===== src/rtl/io_responder_pkg.sv =====
// io_responder_pkg: shared I/O map constants and byte bus type for the I/O responder
package io_responder_pkg;
    localparam int BYTE_W = 8;
    typedef logic [BYTE_W-1:0] byte_bus_t;
    localparam logic [1:0] IO_BASE  = 2'b11;
    localparam logic [2:0] OFF_DATA = 3'd0;
    localparam logic [2:0] OFF_TIME = 3'd4;
endpackage


===== src/rtl/io_responder_fifo_byte.sv =====
// fifo_byte: circular byte FIFO; push/pop in, head/full/empty/dropped out (dropped = push refused while full)
module fifo_byte
    import io_responder_pkg::*;
#(
    parameter int DEPTH = 8
) (
    input  logic      clock,
    input  logic      reset,
    input  logic      push,
    input  logic      pop,
    input  byte_bus_t din,
    output byte_bus_t head,
    output logic      full,
    output logic      empty,
    output logic      dropped
);
    localparam int AW = $clog2(DEPTH);
    byte_bus_t mem [DEPTH];
    logic [AW-1:0] rp, wp;
    logic [AW:0] cnt;
    logic do_pop, do_push;
    assign empty   = cnt == '0;
    assign full    = cnt == (AW+1)'(DEPTH);
    assign head    = mem[rp];
    assign do_pop  = pop && !empty;
    // a pop in the same cycle frees the slot the push needs
    assign do_push = push && (!full || do_pop);
    assign dropped = push && !do_push;
    always_ff @(posedge clock) begin
        if (reset) begin
            rp  <= '0;
            wp  <= '0;
            cnt <= '0;
        end else begin
            if (do_push) mem[wp] <= din;
            if (do_push) wp <= wp + AW'(1);
            if (do_pop) rp <= rp + AW'(1);
            cnt <= cnt + {{AW{1'b0}}, do_push} - {{AW{1'b0}}, do_pop};
        end
    end
endmodule


===== src/rtl/io_responder.sv =====
// io_responder: memory-mapped UART/timer/stop I/O block answering bus reads one cycle later
// ports: bus (ram_rw, ram_addr, ram_w_data -> ram_r_data, io_hit), uart rx (rx_push, rx_data),
//        uart tx (tx_pop -> tx_valid, tx_data), sticky flags (program_stop, rx_overflow, tx_overflow)
module io_responder
    import io_responder_pkg::*;
#(
    parameter int FIFO_DEPTH = 8
) (
    input  logic        clock,
    input  logic        reset,
    input  logic        ram_rw,
    input  logic [31:0] ram_addr,
    input  byte_bus_t   ram_w_data,
    output byte_bus_t   ram_r_data,
    output logic        io_hit,
    input  logic        rx_push,
    input  byte_bus_t   rx_data,
    input  logic        tx_pop,
    output logic        tx_valid,
    output byte_bus_t   tx_data,
    output logic        program_stop,
    output logic        rx_overflow,
    output logic        tx_overflow
);
    logic [31:0] cnt, snap;
    logic [2:0] off;
    logic io, rd, wr, rx_pop, tx_push, rx_empty, tx_empty, rx_drop, tx_drop;
    logic [1:0] unused_full;
    logic [26:0] unused_addr;
    byte_bus_t rx_head, tx_din, rdata_next;
    assign unused_addr = {ram_addr[31:18], ram_addr[15:3]};
    assign off     = ram_addr[2:0];
    assign io      = ram_addr[17:16] == IO_BASE;
    assign rd      = io && !ram_rw;
    assign wr      = io && ram_rw;
    assign rx_pop  = rd && off == OFF_DATA;
    // a zero data write is dropped; the stop write supplies the terminating NUL instead
    assign tx_push = wr && ((off == OFF_DATA && ram_w_data != '0) || off == OFF_TIME);
    assign tx_din  = off == OFF_TIME ? '0 : ram_w_data;
    assign tx_valid = !tx_empty;
    always_comb begin
        rdata_next = '0;
        if (rd)
            rdata_next = off[2] ? (off[1:0] == 2'd0 ? cnt[7:0] : snap[{off[1:0], 3'b000} +: 8])
                                : (off == OFF_DATA && !rx_empty ? rx_head : '0);
    end
    fifo_byte #(.DEPTH(FIFO_DEPTH)) u_rx (
        .clock(clock), .reset(reset), .push(rx_push), .pop(rx_pop), .din(rx_data),
        .head(rx_head), .full(unused_full[0]), .empty(rx_empty), .dropped(rx_drop)
    );
    fifo_byte #(.DEPTH(FIFO_DEPTH)) u_tx (
        .clock(clock), .reset(reset), .push(tx_push), .pop(tx_pop), .din(tx_din),
        .head(tx_data), .full(unused_full[1]), .empty(tx_empty), .dropped(tx_drop)
    );
    always_ff @(posedge clock) begin
        if (reset) begin
            cnt          <= '0;
            snap         <= '0;
            program_stop <= 1'b0;
            rx_overflow  <= 1'b0;
            tx_overflow  <= 1'b0;
            io_hit       <= 1'b0;
            ram_r_data   <= '0;
        end else begin
            cnt        <= cnt + 32'd1;
            io_hit     <= rd;
            ram_r_data <= rdata_next;
            if (rd && off == OFF_TIME) snap <= cnt;
            if (wr && off == OFF_TIME) program_stop <= 1'b1;
            if (rx_drop) rx_overflow <= 1'b1;
            if (tx_drop) tx_overflow <= 1'b1;
        end
    end
endmodule


===== config.mk =====
export PLATFORM = sky130hd
export DESIGN_NAME = io_responder
export DESIGN_NICKNAME = d
export VERILOG_FILES = /design/src/rtl/io_responder_pkg.sv /design/src/rtl/io_responder_fifo_byte.sv /design/src/rtl/io_responder.sv
export SDC_FILE = /design/constraint.sdc
export NUM_CORES = 1
export LEC_CHECK = 0
export BUFFER_PORTS_ARGS = -buffer_cell sky130_fd_sc_hd__buf_2
export CAP_MARGIN = 20
export CORE_MARGIN = 2
export CORE_UTILIZATION = 50
export CTS_CLUSTER_SIZE = 24
export DETAILED_ROUTE_END_ITERATION = 8
export PLACE_DENSITY = 0.71
export SYNTH_ARGS = -nofsm -noshare
export SYNTH_HDL_FRONTEND = slang
export SYNTH_SLANG_ARGS = --single-unit

===== constraint.sdc =====
create_clock -name clock -period 2.6 [get_ports clock]
set_input_delay 0.26 -clock clock [delete_from_list [all_inputs] [get_ports clock]]
set_output_delay 0.26 -clock clock [all_outputs]
set_load 0.01 [all_outputs]

# Word-level counts from Yosys, hierarchy flattened
# Memories as Yosys holds them, arrays and structs flattened. A register that Yosys moved wholly into a read port is not among the register bits.
# Cells that the tools add are included.
# op_classes
n_addsub	9
eq_ne	4
n_shift	1
mux	14
n_bitwise	1
n_reduce_logical	30
# op_table
cell	count
$add A32 B1 Y32 const B	1
$mux W8	4
$shiftx A32 B6 Y8	1
$logic_and A1 B1 Y1	14
$add A3 B1 Y3 const B	4
$mux W3	4
$add A4 B1 Y4	2
$eq A4 B4 Y1 const B	2
$logic_not A4 Y1	2
$reduce_bool A8 Y1	1
$sub A4 B1 Y4	2
$logic_not A1 Y1	7
$mux W1	6
$eq A3 B3 Y1 const B	1
$logic_not A3 Y1	1
$logic_or A1 B1 Y1	3
$eq A2 B2 Y1 const B	1
$logic_not A2 Y1	1
$reduce_or A2 Y1	1
$not A1 Y1	1
# totals
regBits	96
ram_bits	128
inputBits	53
wordCells	74
n_memories	2
# memory_table
name	depth	word_bits	read_ports	rd_ports_with_merged_regs	write_ports	line_no	text
u_rx.mem	8	8	1	1	1	io_responder_fifo_byte.sv:18	byte_bus_t mem [DEPTH];
u_tx.mem	8	8	1	1	1	io_responder_fifo_byte.sv:18	

# Longest topological paths before layout
# Gate-level depths: netlist (run 1).
# logic_depth
depth_word	9
depth_mapped	12
mapped_depth_nobuf	12

# Cells and area by module
# Synthesis (run 1) repeated with hierarchy kept, for this count alone.
# hier_totals
cells_unflattened	723
hier_area_um2	9445.3
# by_module_without_submodules
mod	n_inst	cells_each	area_per_inst_um2
fifo_byte	2	187	3205.6
io_responder	1	349	3034.2

# Worst setup path before layout (run 1)
# Ideal clock, no wire load.
# synth_path
kind	input port to flip-flop
from	in ram_addr[2]
to	mem u_rx.mem[1][0] (netlist bit) (enable)
setup_time_ns	0.395
arrival_ns	2.056
t_required_ns	2.205
setup_slack_ns	0.149
stages	4
path_buffers	0
cell_sequence	or3_1 > o31ai_1 > nand2_1 > nor4_1
# synth_between
elab_chain_len	8
# synth_lines
item	line_no	text
from (decl)	io_responder.sv:12	input logic [31:0] ram_addr,
$logic_not A3 Y1	io_responder.sv:36	assign rx_pop = rd && off == OFF_DATA;
$logic_and A1 B1 Y1	io_responder.sv:36	
$logic_and A1 B1 Y1	io_responder_fifo_byte.sv:25	assign do_pop = pop && !empty;
$logic_or A1 B1 Y1	io_responder_fifo_byte.sv:27	assign do_push = push && (!full || do_pop);
$logic_and A1 B1 Y1	io_responder_fifo_byte.sv:27	
$mux W1	io_responder_fifo_byte.sv:35	if (do_push) mem[wp] <= din;
$mux W1	io_responder_fifo_byte.sv:30	if (reset) begin
$mux W1 (implied by the code)	io_responder_fifo_byte.sv:35	
to (decl)	io_responder_fifo_byte.sv:18	
# Every way passes these cells.

# Worst setup path in the final report (run 1)
# layout_path
from	reg u_tx.cnt[2]
to	reg u_tx.cnt[2]
# layout_between
elab_chain_len	7
word_cells_on_any_way	9
classes_between	add/sub (2); eq/ne (1); reduce/logical (6)
# layout_lines
item	line_no	text
from (decl)	io_responder_fifo_byte.sv:20	logic [AW:0] cnt;
from (signal assigned)	io_responder_fifo_byte.sv:38	cnt <= cnt + {{AW{1'b0}}, do_push} - {{AW{1'b0}}, do_pop};
$logic_not A4 Y1 (*)	io_responder_fifo_byte.sv:22	assign empty = cnt == '0;
$logic_not A1 Y1 (*)	io_responder_fifo_byte.sv:25	
$logic_and A1 B1 Y1 (*)	io_responder_fifo_byte.sv:25	
via u_tx.do_pop	io_responder_fifo_byte.sv:21	logic do_pop, do_push;
$logic_or A1 B1 Y1	io_responder_fifo_byte.sv:27	
$logic_and A1 B1 Y1	io_responder_fifo_byte.sv:27	
$add A4 B1 Y4	io_responder_fifo_byte.sv:38	
$sub A4 B1 Y4 (*)	io_responder_fifo_byte.sv:38	
# Mark *: on every way through the listed nets, which the timed path passes. The rest lies on a longest branch.
# A chain may end at the register's enable or synchronous reset.

==> report_table.html, run 1 <==
<table>
<tr><th>Metric</th><th>Value</th></tr>
<tr><th colspan="2">Status</th></tr>
<tr><td>Outcome</td><td>complete, no violations</td></tr>
<tr><th colspan="2">Die</th></tr>
<tr><td>Placement row count</td><td>49</td></tr>
<tr><td>Starting utilization of the core area</td><td>51.1%</td></tr>
<tr><td>Overall die width</td><td>140 µm</td></tr>
<tr><td>Die Height</td><td>140 µm</td></tr>
<tr><td>Die Footprint</td><td>approximately 20000 µm²</td></tr>
<tr><td>I/O Pins</td><td>74</td></tr>
<tr><td>Core Box Area</td><td>18000 µm²</td></tr>
<tr><th colspan="2">Global routing</th></tr>
<tr><td>Vias in the first global route</td><td>5794</td></tr>
<tr><td>Aggregate global routing overflow</td><td>0</td></tr>
<tr><td>Wire length of the first global-routing pass</td><td>30000 µm</td></tr>
<tr><td>Overall global routing resource usage</td><td>roughly a fifth</td></tr>
<tr><td>Maximum number of pins on one net before global-route repair</td><td>77</td></tr>
<tr><td>Antenna violations before repair</td><td>1</td></tr>
<tr><th colspan="2">Drt</th></tr>
<tr><td>Drt first pass iters</td><td>4</td></tr>
<tr><td>Routed wire length</td><td>18800 µm</td></tr>
<tr><td>Drc violations</td><td>0</td></tr>
<tr><td>Number of nets with antenna violations after detailed routing</td><td>0</td></tr>
<tr><td>Per-cell via count in the routed design</td><td>5.76</td></tr>
<tr><td>Starting DRC count in detailed routing</td><td>approximately 360</td></tr>
<tr><td>Via total after detailed routing</td><td>5750</td></tr>
<tr><td>Average wire length per cell after detail routing</td><td>approximately 19 µm</td></tr>
<tr><th colspan="2">Setup path</th></tr>
<tr><td>Setup Crit Path Kind</td><td>reg2reg</td></tr>
<tr><td>Most numerous cell on the critical path</td><td>inv_1</td></tr>
<tr><td>Critical Path Slowest Stage Cell</td><td>or3b_2</td></tr>
<tr><td>List of cells traversed by the critical path</td><td>inv_1 &gt; ha_1 &gt; or3b_2 &gt; nand2_1 &gt; inv_1 &gt; ha_1 &gt; inv_1 &gt; ha_1 &gt; inv_1 &gt; fa_1 &gt; xor2_1 &gt; nor2_1</td></tr>
<tr><td>CP max FO</td><td>4</td></tr>
<tr><td>Critical path startpoint category</td><td>flop</td></tr>
<tr><td>Worst Path Arrival</td><td>about 2.8 ns</td></tr>
<tr><td>Delay contributed by the slowest stage of the critical path</td><td>0.49 ns</td></tr>
<tr><td>CP Data Required Time</td><td>2.98 ns</td></tr>
<tr><td>Endpoint class of the critical path</td><td>flop</td></tr>
<tr><th colspan="2">STA</th></tr>
<tr><td>Final count of negative-setup-slack endpoints</td><td>0</td></tr>
<tr><td>Worst Max-Slew Pin Slew</td><td>~0.58 ns</td></tr>
<tr><td>Ratio of final minimum period to clock period</td><td>between 90% and 100%</td></tr>
<tr><td>Relative slew slack</td><td>61.6%</td></tr>
<tr><td>Fin. max-slew vios</td><td>0</td></tr>
<tr><td>Hold Violations, Final</td><td>0</td></tr>
<tr><td>Clock skew after layout</td><td>about 0.015 ns</td></tr>
<tr><td>Final total negative setup slack</td><td>0 ns</td></tr>
<tr><td>Maximum achievable frequency</td><td>a little over 0.4 GHz</td></tr>
<tr><td>Crit path setup slack, layout</td><td>0.153 ns</td></tr>
<tr><td>Min cycle time layout</td><td>2.45 ns</td></tr>
<tr><td>Unrepaired setup endpoints after global routing</td><td>no</td></tr>
<tr><th colspan="2">Placed design</th></tr>
<tr><td>Final weighted congestion of routability-driven global placement</td><td>0.781</td></tr>
<tr><td>Detailed placement HPWL</td><td>12600 µm</td></tr>
<tr><td>Placed insts</td><td>958</td></tr>
<tr><td>Total of buffers placed on input and output ports</td><td>46</td></tr>
<tr><td>Minimum setup slack after placement</td><td>about 0.17 ns</td></tr>
<tr><th colspan="2">Clock network</th></tr>
<tr><td>CTS clk-pin slew, worst paths</td><td>0.06 ns</td></tr>
<tr><td>Clock tree from TritonCTS</td><td>done</td></tr>
<tr><td>Insertion delay to the later sink of the worst-skew pair</td><td>0.50 ns</td></tr>
<tr><td>H-tree level count</td><td>1</td></tr>
<tr><td>Inserted Clock Buffers</td><td>23</td></tr>
<tr><td>Count of cells resized by post-cts repair</td><td>0</td></tr>
<tr><td>Clock root buffer</td><td>clkbuf_16</td></tr>
<tr><td>Number of sinks on the clock net</td><td>between 200 and 250</td></tr>
<tr><td>Maximum root-to-sink buffer count</td><td>3</td></tr>
<tr><td>Number of buffers inserted for hold repair after clock tree synthesis</td><td>0</td></tr>
<tr><td>Buffers inserted during post-CTS setup optimization</td><td>0</td></tr>
<tr><th colspan="2">Finish</th></tr>
<tr><td>Sequential cell area</td><td>5730 µm²</td></tr>
<tr><td>Non-Filler Instances</td><td>999</td></tr>
<tr><td>Area of the multi-input gates</td><td>3210 µm²</td></tr>
<tr><td>Synthesis-to-layout area growth</td><td>14.0%</td></tr>
<tr><td>Commonest cells after routing, fill and taps aside</td><td>128 x edfxtp_1, 94 x dfxtp_1, 61 x nand2_1, 52 x a21oi_1, 46 x buf_2</td></tr>
<tr><td>Fillers</td><td>around 1400</td></tr>
<tr><td>Antenna Cells</td><td>0</td></tr>
<tr><td>Final-stage net count</td><td>826</td></tr>
<tr><td>Most common cell after layout, fill and taps aside</td><td>edfxtp_1</td></tr>
<tr><td>Share of layout cells above drive strength 1</td><td>21.9%</td></tr>
<tr><th colspan="2">Logic synthesis</th></tr>
<tr><td>Top cell type by total area after synthesis</td><td>edfxtp_1</td></tr>
<tr><td>Summed instance area of the synthesized netlist</td><td>9210 µm²</td></tr>
<tr><td>Net count after synthesis</td><td>764</td></tr>
<tr><td>Count of warnings emitted by yosys</td><td>0</td></tr>
<tr><td>Top cells by area in the synthesized netlist</td><td>edfxtp_1 42%, dfxtp_1 20%, mux4_2 9.8%, a21oi_1 2.8%, nand2_1 2.5%</td></tr>
<tr><td>Share of synthesized area occupied by flip-flops and latches</td><td>between 60% and 70%</td></tr>
<tr><td>Post-Synthesis Cells</td><td>692</td></tr>
<tr><td>Post-synth EDFFs</td><td>approximately 130</td></tr>
<tr><td>Leading register cell type out of synthesis</td><td>edfxtp_1</td></tr>
<tr><td>Synth Area per Inst</td><td>13.3 µm²</td></tr>
<tr><td>Async SR Flop Fraction</td><td>0%</td></tr>
<tr><td>Number of synthesized register bits</td><td>222</td></tr>
<tr><td>Synth top area share</td><td>41.7%</td></tr>
<tr><td>Number of distinct standard cells referenced by the synthesized netlist</td><td>45</td></tr>
<tr><th colspan="2">Power</th></tr>
<tr><td>Total power per unit cell area</td><td>roughly 770 nW/µm²</td></tr>
<tr><td>IR drop worst, VDD</td><td>0.000537 V</td></tr>
<tr><td>Leakage</td><td>3.58 nW</td></tr>
<tr><th colspan="2">Flow run</th></tr>
<tr><td># Max-Cap Violations</td><td>0</td></tr>
<tr><th colspan="2">Min path</th></tr>
<tr><td>Min-Delay Path Class</td><td>in2reg</td></tr>
</table>
path summary, 6_finish.rpt:
kind | startpoint | end | slack, ns | depth (start not counted)
setup reg to reg | u_tx.cnt[2]$_SDFF_PP0_ | u_tx.cnt[2]$_SDFF_PP0_ | 0.15 | 12
hold reg to reg | snap[24]$_SDFFE_PP0P_ | snap[24]$_SDFFE_PP0P_ | 0.45 | 2
hold / removal | rx_data[4] | u_rx.mem[1][4]$_DFFE_PP_ | 0.04 | 1
setup / recovery | u_tx.cnt[2]$_SDFF_PP0_ | u_tx.cnt[2]$_SDFF_PP0_ | 0.15 | 12
flip-flops by register name, summed over array words and instances (netlist names), named ones only:
register / count
cnt: 32
io_hit: 1
program_stop: 1
ram_r_data: 8
rx_overflow: 1
snap: 24
tx_overflow: 1
u_rx.cnt: 4
u_rx.mem: 64
u_rx.rp: 3
u_rx.wp: 3
u_tx.cnt: 4
u_tx.mem: 64
u_tx.rp: 3
u_tx.wp: 3
power by group:
part	switching, mW	internal, mW	total, mW
registers	0.0751	3.83	3.90
logic	0.536	0.536	1.07
clock network	1.28	1.79	3.07
total	1.89	6.15	8.04
synth_stat cells (6+ instances only):
cell / number
buf_2: 17
edfxtp_1: 128
nor2_1: 37
dfxtp_1: 94
nand2_1: 61
mux4_2: 40
nand4_1: 10
o21ai_0: 17
o31ai_1: 16
or3_1: 6
mux2_2: 10
ha_1: 17
nor4_1: 7
mux2i_1: 9
a21oi_1: 52
inv_1: 20
clkbuf_1: 18
nand2b_1: 10
or4_1: 16
nor2b_1: 17
xnor2_1: 6
and3_1: 9
xor2_1: 12
nand3_1: 20
layout make-up:
cell class / instances / share of cell area (%)
Timing Repair Buffer: 80 / 4.74
Inverter: 20 / 0.715
Clock inverter: 10 / 0.786
Tap cell: 229 / 2.73
Sequential cell: 222 / 54.5
Multi-Input combinational cell: 407 / 30.5
Clock buffer: 31 / 5.96
per-layer routing:
layer | routed length [µm] | GRT usage, %
met4 | 406 | 5.37
met1 | 7830 | 24.0
met3 | 721 | 2.99
met2 | 9780 | 34.6
met5 | 13 | 0
metrics by stage:
| stage | power, mW | hold slack [ns] | util (%) | area [µm²] |
|---|---|---|---|---|
| after floorplan | 4.77 | 0.359 | - | 9210 |
| after global placement | 5.00 | 0.440 | 54.3 | 9790 |
| after detailed placement | 5.05 | 0.447 | 54.3 | 9790 |
| after CTS | 8.13 | 0.0232 | 58.3 | 10500 |
| after global routing | 8.39 | 0.0300 | 58.3 | 10500 |
| final | 8.04 | 0.0406 | 58.3 | 10500 |
critical path: cells and delay by family, from the launching register on:
family	cells	cell delay, ns
AND/OR/NAND/NOR	3	0.67
flip-flops	1	0.30
adder cells (fa/ha/maj)	4	0.98
buffers and inverters	4	0.25
XOR/XNOR	1	0.14
logic make-up (layout without fill, tap and decap cells):
| kind of cell | count (synthesis) | in the layout | synth area share (%) |
|---|---|---|---|
| and+or+nand+nor | 219 | 219 | 12.7 |
| buffers and inverters | 63 | 141 | 3.00 |
| DFF | 222 | 222 | 62.2 |
| AOI/OAI and AO/OA | 92 | 92 | 5.73 |
| adders and majority gates | 19 | 19 | 2.74 |
| muxes | 59 | 59 | 12.0 |
| xor gates and xnor gates | 18 | 18 | 1.71 |
(Power assumes the default switching activity.)
==> run 2, diff against run 1 <==
Settings changed: CORE_MARGIN 2 to unset, PLACE_DENSITY 0.71 to 0.68.
Clock period 2.6 ns to 2.9 ns, I/O delays scaled along.
==> run 2 against run 1 <==
Against the previous run: combinational power fell by 13%; largest cell class unchanged; core utilization increased by 0.54 points; critical path type unchanged; global-route usage is 1.2 points higher; sequential cell count unchanged; critical path depth is 1 lower; critical endpoint is now u_tx.cnt[3]$_SDFF_PP0_; first-iteration DRC count up 3.6%; die area down 2.8%; worst setup slack improved by 0.17 ns.
==> report_table.html, run 2 (synthesized netlist as in run 1, its figures left out) <==
<table>
<tr><th>Metric</th><th>Value</th></tr>
<tr><th colspan="2">Clock network</th></tr>
<tr><td>Count of cells resized by post-cts repair</td><td>0 (unchanged)</td></tr>
<tr><td>Maximum root-to-sink buffer count</td><td>3 (unchanged)</td></tr>
<tr><td>Number of sinks on the clock net</td><td>222 (unchanged)</td></tr>
<tr><td>CTS clk-pin slew, worst paths</td><td>0.06 ns (about the same)</td></tr>
<tr><td>Inserted Clock Buffers</td><td>24 (+4.3%)</td></tr>
<tr><td>Clock tree from TritonCTS</td><td>done</td></tr>
<tr><td>Buffers inserted during post-CTS setup optimization</td><td>0 (unchanged)</td></tr>
<tr><td>Number of buffers inserted for hold repair after clock tree synthesis</td><td>0 (unchanged)</td></tr>
<tr><td>Clock root buffer</td><td>clkbuf_16</td></tr>
<tr><td>H-tree level count</td><td>1 (unchanged)</td></tr>
<tr><td>Insertion delay to the later sink of the worst-skew pair</td><td>0.52 ns (+0.02 ns)</td></tr>
<tr><th colspan="2">Setup path</th></tr>
<tr><td>Critical path depth in cells</td><td>11 (-1)</td></tr>
<tr><td>CP Buf/Inv Count</td><td>2 (-2)</td></tr>
<tr><td>End of the worst register-to-register path</td><td>u_tx.cnt[3]$_SDFF_PP0_</td></tr>
<tr><td>Endpoint class of the critical path</td><td>flop</td></tr>
<tr><td>Setup Crit Path Kind</td><td>reg2reg</td></tr>
<tr><td>Critical Path Slowest Stage Cell</td><td>or3b_2</td></tr>
<tr><td>Critical path startpoint category</td><td>flop</td></tr>
<tr><td>Worst reg2reg path startpoint</td><td>u_tx.cnt[2]$_SDFF_PP0_</td></tr>
<tr><td>CP Data Required Time</td><td>3.28 ns (+0.30 ns)</td></tr>
<tr><td>List of cells traversed by the critical path</td><td>inv_1 &gt; ha_1 &gt; or3b_2 &gt; o211ai_1 &gt; nand2b_1 &gt; inv_1 &gt; ha_1 &gt; a21o_1 &gt; a21oi_1 &gt; xnor2_1 &gt; nor2_1</td></tr>
<tr><td>Minimum setup slack among reg-to-reg paths</td><td>0.33 ns (+0.17 ns)</td></tr>
<tr><td>CP max FO</td><td>6 (+2)</td></tr>
<tr><td>Cell family with the largest share of critical-path delay</td><td>simple AND/OR/NAND/NOR gates</td></tr>
<tr><td>Worst r2r path cells</td><td>11 (-1)</td></tr>
<tr><td>Worst Path Arrival</td><td>2.96 ns (+0.13 ns)</td></tr>
<tr><td>Delay contributed by the slowest stage of the critical path</td><td>0.45 ns (-0.04 ns)</td></tr>
<tr><th colspan="2">Power</th></tr>
<tr><td>Total power per unit cell area</td><td>732 nW/µm² (-4.4%)</td></tr>
<tr><td>IR drop worst, VDD</td><td>0.000477 V (-11%)</td></tr>
<tr><td>Leakage</td><td>3.62 nW (+1.2%)</td></tr>
<tr><td>Total power draw</td><td>7.76 mW (-3.5%)</td></tr>
<tr><th colspan="2">Placed design</th></tr>
<tr><td>Detailed placement HPWL</td><td>12200 µm (-3.2%)</td></tr>
<tr><td>Final weighted congestion of routability-driven global placement</td><td>0.773 (-1.0%)</td></tr>
<tr><td>Total of buffers placed on input and output ports</td><td>46 (unchanged)</td></tr>
<tr><th colspan="2">STA</th></tr>
<tr><td>Minimum hold slack</td><td>0.0344 ns (-0.00614 ns)</td></tr>
<tr><td>Ratio of final minimum period to clock period</td><td>88.8% (-5.4 points)</td></tr>
<tr><td>Clock skew after layout</td><td>0.0225 ns (+0.00725 ns)</td></tr>
<tr><td>Final total negative setup slack</td><td>0 ns (unchanged)</td></tr>
<tr><td>Min cycle time layout</td><td>2.57 ns (+0.127 ns)</td></tr>
<tr><td>Final count of negative-setup-slack endpoints</td><td>0 (unchanged)</td></tr>
<tr><td>Maximum achievable frequency</td><td>0.388 GHz (-4.9%)</td></tr>
<tr><td>Worst Max-Slew Pin Slew</td><td>0.874 ns (+0.298 ns)</td></tr>
<tr><td>Unrepaired setup endpoints after global routing</td><td>no</td></tr>
<tr><td>Relative slew slack</td><td>41.6% (-20 points)</td></tr>
<tr><td>Hold Violations, Final</td><td>0 (unchanged)</td></tr>
<tr><td>Fin. max-slew vios</td><td>0 (unchanged)</td></tr>
<tr><th colspan="2">Finish</th></tr>
<tr><td>Final-stage net count</td><td>819 (-0.85%)</td></tr>
<tr><td>Largest regs</td><td>u_rx.mem: 64 flops, u_tx.mem: 64 flops, cnt: 32 flops</td></tr>
<tr><td>Share of layout cells above drive strength 1</td><td>22.4% (+0.40 points)</td></tr>
<tr><td>Commonest cells after routing, fill and taps aside</td><td>128 x edfxtp_1, 94 x dfxtp_1, 61 x nand2_1, 52 x a21oi_1, 46 x buf_2</td></tr>
<tr><td>Fillers</td><td>1441 (+0.42%)</td></tr>
<tr><td>Synthesis-to-layout area growth</td><td>15.1%</td></tr>
<tr><td>Antenna Cells</td><td>0 (unchanged)</td></tr>
<tr><td>Most common cell after layout, fill and taps aside</td><td>edfxtp_1</td></tr>
<tr><th colspan="2">Die</th></tr>
<tr><td>I/O Pins</td><td>74 (unchanged)</td></tr>
<tr><td>Core Box Area</td><td>18000 µm² (unchanged)</td></tr>
<tr><td>Die Height</td><td>138 µm (-1.4%)</td></tr>
<tr><td>Overall die width</td><td>138 µm (-1.4%)</td></tr>
<tr><td>Starting utilization of the core area</td><td>51.1% (unchanged)</td></tr>
<tr><td>Placement row count</td><td>49 (unchanged)</td></tr>
<tr><td>Die Footprint</td><td>19000 µm² (-2.8%)</td></tr>
<tr><th colspan="2">Global routing</th></tr>
<tr><td>Overall global routing resource usage</td><td>20.4% (+1.2 points)</td></tr>
<tr><td>Vias in the first global route</td><td>5601 (-3.3%)</td></tr>
<tr><td>Aggregate global routing overflow</td><td>0 (unchanged)</td></tr>
<tr><td>Maximum number of pins on one net before global-route repair</td><td>72 (-6.5%)</td></tr>
<tr><td>Wire length of the first global-routing pass</td><td>29400 µm (-2.0%)</td></tr>
<tr><td>Antenna violations before repair</td><td>0 (-1)</td></tr>
<tr><th colspan="2">Drt</th></tr>
<tr><td>Drt first pass iters</td><td>4 (unchanged)</td></tr>
<tr><td>Routed wire length</td><td>18600 µm (-0.93%)</td></tr>
<tr><td>Number of nets with antenna violations after detailed routing</td><td>0 (unchanged)</td></tr>
<tr><td>Drc violations</td><td>0 (unchanged)</td></tr>
<tr><td>Per-cell via count in the routed design</td><td>5.69 (-1.2%)</td></tr>
<tr><td>Starting DRC count in detailed routing</td><td>374 (+3.6%)</td></tr>
<tr><td>Average wire length per cell after detail routing</td><td>18.7 µm (-0.43%)</td></tr>
<tr><td>Via total after detailed routing</td><td>5653 (-1.7%)</td></tr>
<tr><th colspan="2">Flow run</th></tr>
<tr><td># Max-Cap Violations</td><td>0 (unchanged)</td></tr>
<tr><th colspan="2">Min path</th></tr>
<tr><td>Endpoint with the worst hold slack</td><td>u_rx.mem[2][0]$_DFFE_PP_</td></tr>
<tr><td>Worst hold path depth</td><td>1 (unchanged)</td></tr>
<tr><td>Min-Delay Path Class</td><td>in2reg</td></tr>
<tr><td>Startpoint of the worst hold path</td><td>rx_data[0]</td></tr>
<tr><th colspan="2">Status</th></tr>
<tr><td>Outcome</td><td>complete, no violations</td></tr>
</table>
==> run 2: changes by cell type in the layout (fill, tap and decap cells not counted), moves of 2 or more <==
cell,change
buf_4,-7
bufinv_16,+4
clkbuf_1,-4
clkbuf_8,+2
clkinv_1,-3
clkinv_4,-2
inv_4,+2
==> run 2: layer usage <==
layer,vias to the layer above,part of all wire (%),track usage [%],routed length [µm]
li1,2699,-,-,-
met2,121,52,36.2,9600
met5,-,0,0,0
met4,0,1.6,5.25,305
met3,25,3.8,2.58,715
met1,2808,43,26.2,7960
==> run 2: through the flow <==
| stage | setup WS (ns) | cells | utilization (%) | instance area (µm²) |
|---|---|---|---|---|
| 2_1_floorplan | 0.419 | 692 | - | 9210 |
| 3_3_place_gp | 0.422 | 950 | 53.9 | 9720 |
| 3_5_place_dp | 0.345 | 950 | 53.9 | 9720 |
| 4_1_cts | 0.325 | 994 | 58.8 | 10600 |
| 5_1_grt | 0.0918 | 994 | 58.8 | 10600 |
| 6_report | 0.326 | 994 | 58.8 | 10600 |
==> run 2: how the worst max path moves through the flow <==
stage / start / end / slack [ns]
after floorplan: ram_addr[2] / u_rx.mem[1][0]$_DFFE_PP_ / 0.42
after CTS: u_tx.cnt[2]$_SDFF_PP0_ / u_tx.cnt[3]$_SDFF_PP0_ / 0.32
after global routing: u_tx.cnt[2]$_SDFF_PP0_ / u_tx.cnt[3]$_SDFF_PP0_ / 0.09
final: u_tx.cnt[2]$_SDFF_PP0_ / u_tx.cnt[3]$_SDFF_PP0_ / 0.33
after global placement: u_tx.cnt[2]$_SDFF_PP0_ / u_tx.cnt[3]$_SDFF_PP0_ / 0.42
after detailed placement: u_tx.cnt[2]$_SDFF_PP0_ / u_tx.cnt[3]$_SDFF_PP0_ / 0.34
==> run 2: area by class of cell <==
type	instances	area [µm²]	share of cell area [%]
inverter	20	75.1	0.708
clock inverter	13	210	1.98
timing repair buffer	72	425	4.01
tap	229	287	2.70
sequential	222	5730	54.0
multi-input combinational	407	3210	30.3
clock buffer	31	668	6.30
==> run 2: report_power, final <==
group / switching, mW / total, mW / internal (mW)
combinational: 0.462 / 0.930 / 0.468
clock: 1.24 / 3.32 / 2.08
sequential: 0.0788 / 3.51 / 3.43
==> run 3, diff against run 2 <==
Settings changed: PLACE_DENSITY 0.68 to 0.66, SKIP_CTS_REPAIR_TIMING set to 1.
Clock period 2.9 ns to 3.06 ns, I/O delays scaled along.
==> run 3 against run 2 <==
Against the previous run: power decreased by 12%; sequential power decreased by 5%; count of clock-buffer cells in the layout decreased by 2; die area unchanged; worst hold slack improved by 0.038 ns; largest cell class unchanged.
==> report_table.html, run 3 (synthesized netlist as in run 1, its figures left out) <==
<table>
<tr><th>Metric</th><th>Value</th></tr>
<tr><th colspan="2">Finish</th></tr>
<tr><td>Synthesis-to-layout area growth</td><td>13.2%</td></tr>
<tr><td>Most common cell after layout, fill and taps aside</td><td>edfxtp_1</td></tr>
<tr><td>Largest regs</td><td>u_rx.mem: 64 flops, u_tx.mem: 64 flops, cnt: 32 flops</td></tr>
<tr><td>Fillers</td><td>1460 (+1.3%)</td></tr>
<tr><td>Core utilization of the finished layout</td><td>57.9% (-0.94 points)</td></tr>
<tr><td>Commonest cells after routing, fill and taps aside</td><td>128 x edfxtp_1, 94 x dfxtp_1, 61 x nand2_1, 52 x a21oi_1, 46 x buf_2</td></tr>
<tr><td>Share of layout cells above drive strength 1</td><td>21.0% (-1.3 points)</td></tr>
<tr><td>Final-stage net count</td><td>815 (-0.49%)</td></tr>
<tr><th colspan="2">Clock network</th></tr>
<tr><td>Number of sinks on the clock net</td><td>222 (unchanged)</td></tr>
<tr><td>Insertion delay to the later sink of the worst-skew pair</td><td>0.50 ns (-0.02 ns)</td></tr>
<tr><td>Maximum root-to-sink buffer count</td><td>3 (unchanged)</td></tr>
<tr><td>Clock root buffer</td><td>clkbuf_16</td></tr>
<tr><td>H-tree level count</td><td>1 (unchanged)</td></tr>
<tr><td>Inserted Clock Buffers</td><td>24 (unchanged)</td></tr>
<tr><td>CTS clk-pin slew, worst paths</td><td>0.06 ns (about the same)</td></tr>
<tr><td>Clock tree from TritonCTS</td><td>done</td></tr>
<tr><th colspan="2">Setup path</th></tr>
<tr><td>Critical path startpoint category</td><td>flop</td></tr>
<tr><td>Critical Path Slowest Stage Cell</td><td>or3b_2</td></tr>
<tr><td>Delay contributed by the slowest stage of the critical path</td><td>0.46 ns (about the same)</td></tr>
<tr><td>List of cells traversed by the critical path</td><td>inv_1 &gt; ha_1 &gt; or3b_2 &gt; o211ai_1 &gt; nand2b_1 &gt; inv_1 &gt; ha_1 &gt; inv_1 &gt; fa_1 &gt; nor2_1</td></tr>
<tr><td>CP max FO</td><td>6 (unchanged)</td></tr>
<tr><td>CP Data Required Time</td><td>3.50 ns (+0.22 ns)</td></tr>
<tr><td>Endpoint class of the critical path</td><td>flop</td></tr>
<tr><td>Worst Path Arrival</td><td>3.07 ns (+0.11 ns)</td></tr>
<tr><td>Most numerous cell on the critical path</td><td>inv_1</td></tr>
<tr><td>Setup Crit Path Kind</td><td>reg2reg</td></tr>
<tr><th colspan="2">Global routing</th></tr>
<tr><td>Aggregate global routing overflow</td><td>0 (unchanged)</td></tr>
<tr><td>Vias in the first global route</td><td>5409 (-3.4%)</td></tr>
<tr><td>Antenna violations before repair</td><td>0 (unchanged)</td></tr>
<tr><td>Maximum number of pins on one net before global-route repair</td><td>65 (-9.7%)</td></tr>
<tr><td>Overall global routing resource usage</td><td>19.8% (-0.61 points)</td></tr>
<tr><td>Wire length of the first global-routing pass</td><td>28400 µm (-3.4%)</td></tr>
<tr><th colspan="2">STA</th></tr>
<tr><td>Worst Max-Slew Pin Slew</td><td>0.852 ns (-0.0217 ns)</td></tr>
<tr><td>Clock skew after layout</td><td>0.0125 ns (-0.0100 ns)</td></tr>
<tr><td>Final total negative setup slack</td><td>0 ns (unchanged)</td></tr>
<tr><td>Fin. max-slew vios</td><td>0 (unchanged)</td></tr>
<tr><td>Ratio of final minimum period to clock period</td><td>86.1% (-2.7 points)</td></tr>
<tr><td>Final count of negative-setup-slack endpoints</td><td>0 (unchanged)</td></tr>
<tr><td>Relative slew slack</td><td>43.1% (+1.5 points)</td></tr>
<tr><td>Hold Violations, Final</td><td>0 (unchanged)</td></tr>
<tr><td>Maximum achievable frequency</td><td>0.380 GHz (-2.3%)</td></tr>
<tr><td>Unrepaired setup endpoints after global routing</td><td>no</td></tr>
<tr><td>Min cycle time layout</td><td>2.63 ns (+0.0600 ns)</td></tr>
<tr><th colspan="2">Min path</th></tr>
<tr><td>Min-Delay Path Class</td><td>in2reg</td></tr>
<tr><th colspan="2">Placed design</th></tr>
<tr><td>Total of buffers placed on input and output ports</td><td>46 (unchanged)</td></tr>
<tr><td>Final weighted congestion of routability-driven global placement</td><td>0.789 (+2.1%)</td></tr>
<tr><td>Detailed placement HPWL</td><td>12100 µm (-0.45%)</td></tr>
<tr><th colspan="2">Drt</th></tr>
<tr><td>Per-cell via count in the routed design</td><td>5.70 (+0.16%)</td></tr>
<tr><td>Starting DRC count in detailed routing</td><td>396 (+5.9%)</td></tr>
<tr><td>Average wire length per cell after detail routing</td><td>18.6 µm (-0.46%)</td></tr>
<tr><td>Via total after detailed routing</td><td>5645 (-0.14%)</td></tr>
<tr><td>Drt first pass iters</td><td>5 (+1)</td></tr>
<tr><td>Number of nets with antenna violations after detailed routing</td><td>0 (unchanged)</td></tr>
<tr><td>Drc violations</td><td>0 (unchanged)</td></tr>
<tr><td>Routed wire length</td><td>18400 µm (-0.76%)</td></tr>
<tr><th colspan="2">Die</th></tr>
<tr><td>Die Footprint</td><td>19000 µm² (unchanged)</td></tr>
<tr><td>Die Height</td><td>138 µm (unchanged)</td></tr>
<tr><td>I/O Pins</td><td>74 (unchanged)</td></tr>
<tr><td>Core Box Area</td><td>18000 µm² (unchanged)</td></tr>
<tr><td>Placement row count</td><td>49 (unchanged)</td></tr>
<tr><td>Starting utilization of the core area</td><td>51.1% (unchanged)</td></tr>
<tr><td>Overall die width</td><td>138 µm (unchanged)</td></tr>
<tr><th colspan="2">Power</th></tr>
<tr><td>Share of total power in the clock network</td><td>38.6% (-4.2 points)</td></tr>
<tr><td>Net switching fraction of the power</td><td>23.9% (+0.95 points)</td></tr>
<tr><td>Sequential cell fraction of total power</td><td>48.5% (+3.3 points)</td></tr>
<tr><td>Total power per unit cell area</td><td>658 nW/µm² (-10%)</td></tr>
<tr><td>Logic gate share of total power</td><td>12.9% (+0.9 points)</td></tr>
<tr><td>Net switching power</td><td>1.64 mW (-7.9%)</td></tr>
<tr><td>Internal Power</td><td>5.23 mW (-13%)</td></tr>
<tr><td>Leakage</td><td>3.52 nW (-2.8%)</td></tr>
<tr><td>IR drop worst, VDD</td><td>0.000438 V (-8.4%)</td></tr>
<tr><th colspan="2">Flow run</th></tr>
<tr><td># Max-Cap Violations</td><td>0 (unchanged)</td></tr>
<tr><th colspan="2">Status</th></tr>
<tr><td>Outcome</td><td>complete, no violations</td></tr>
</table>
-- run 3: worst paths after layout --
check / from / endpoint / slack [ns] / cells past startpoint
worst max-delay path: u_tx.cnt[2]$_SDFF_PP0_ / u_tx.cnt[1]$_SDFF_PP0_ / 0.43 / 10
worst min-delay path: rx_data[2] / u_rx.mem[2][2]$_DFFE_PP_ / 0.07 / 1
worst min register to register: snap[16]$_SDFFE_PP0P_ / snap[16]$_SDFFE_PP0P_ / 0.46 / 2
worst max register to register: u_tx.cnt[2]$_SDFF_PP0_ / u_tx.cnt[1]$_SDFF_PP0_ / 0.43 / 10
-- run 3: layer usage --
layer	share of wire, %	vias up	GRT usage [%]
met2	50	156	34.8
met4	2.1	0	5.13
met1	43	2757	25.5
met3	5.0	33	3.02
met5	0	-	0
li1	-	2699	-
-- run 3: critical path, delay by kind of cell (launching register included) --
family	cells	cell delay [ns]
compound gates	1	0.34
fa+ha+maj	3	0.78
buf+inv	3	0.28
flops	1	0.30
simple gates	3	0.88
-- run 3: layout make-up --
cell class / instances / area (µm²) / share of cell area [%]
clock inverter: 15 / 75.1 / 0.720
clock buffer: 29 / 661 / 6.33
sequential: 222 / 5730 / 54.9
antenna: 1 / 2.50 / 0.0240
inverter: 20 / 75.1 / 0.720
tap: 229 / 287 / 2.75
multi-input combinational: 407 / 3210 / 30.8
timing repair buffer: 68 / 395 / 3.79
-- run 3: power by group through the flow --
stage,Clock (mW),Sequential (mW),Combinational (mW)
5_1_grt,2.83,3.34,0.985
4_1_cts,2.71,3.33,0.903
3_3_place_gp,0,3.39,0.857
3_5_place_dp,0,3.40,0.898
6_report,2.65,3.33,0.882
2_1_floorplan,0,3.35,0.696
-- run 3: per-stage QoR --
| stage | area (µm²) | cells | hold slack [ns] | total power [mW] | setup slack [ns] |
|---|---|---|---|---|---|
| after floorplan | 9210 | 692 | 0.405 | 4.05 | 0.563 |
| after global placement | 9690 | 946 | 0.432 | 4.24 | 0.558 |
| after detailed placement | 9690 | 946 | 0.450 | 4.30 | 0.418 |
| after CTS | 10400 | 990 | 0.0618 | 6.94 | 0.403 |
| after global routing | 10400 | 990 | 0.0764 | 7.15 | 0.239 |
| final | 10400 | 991 | 0.0728 | 6.86 | 0.426 |
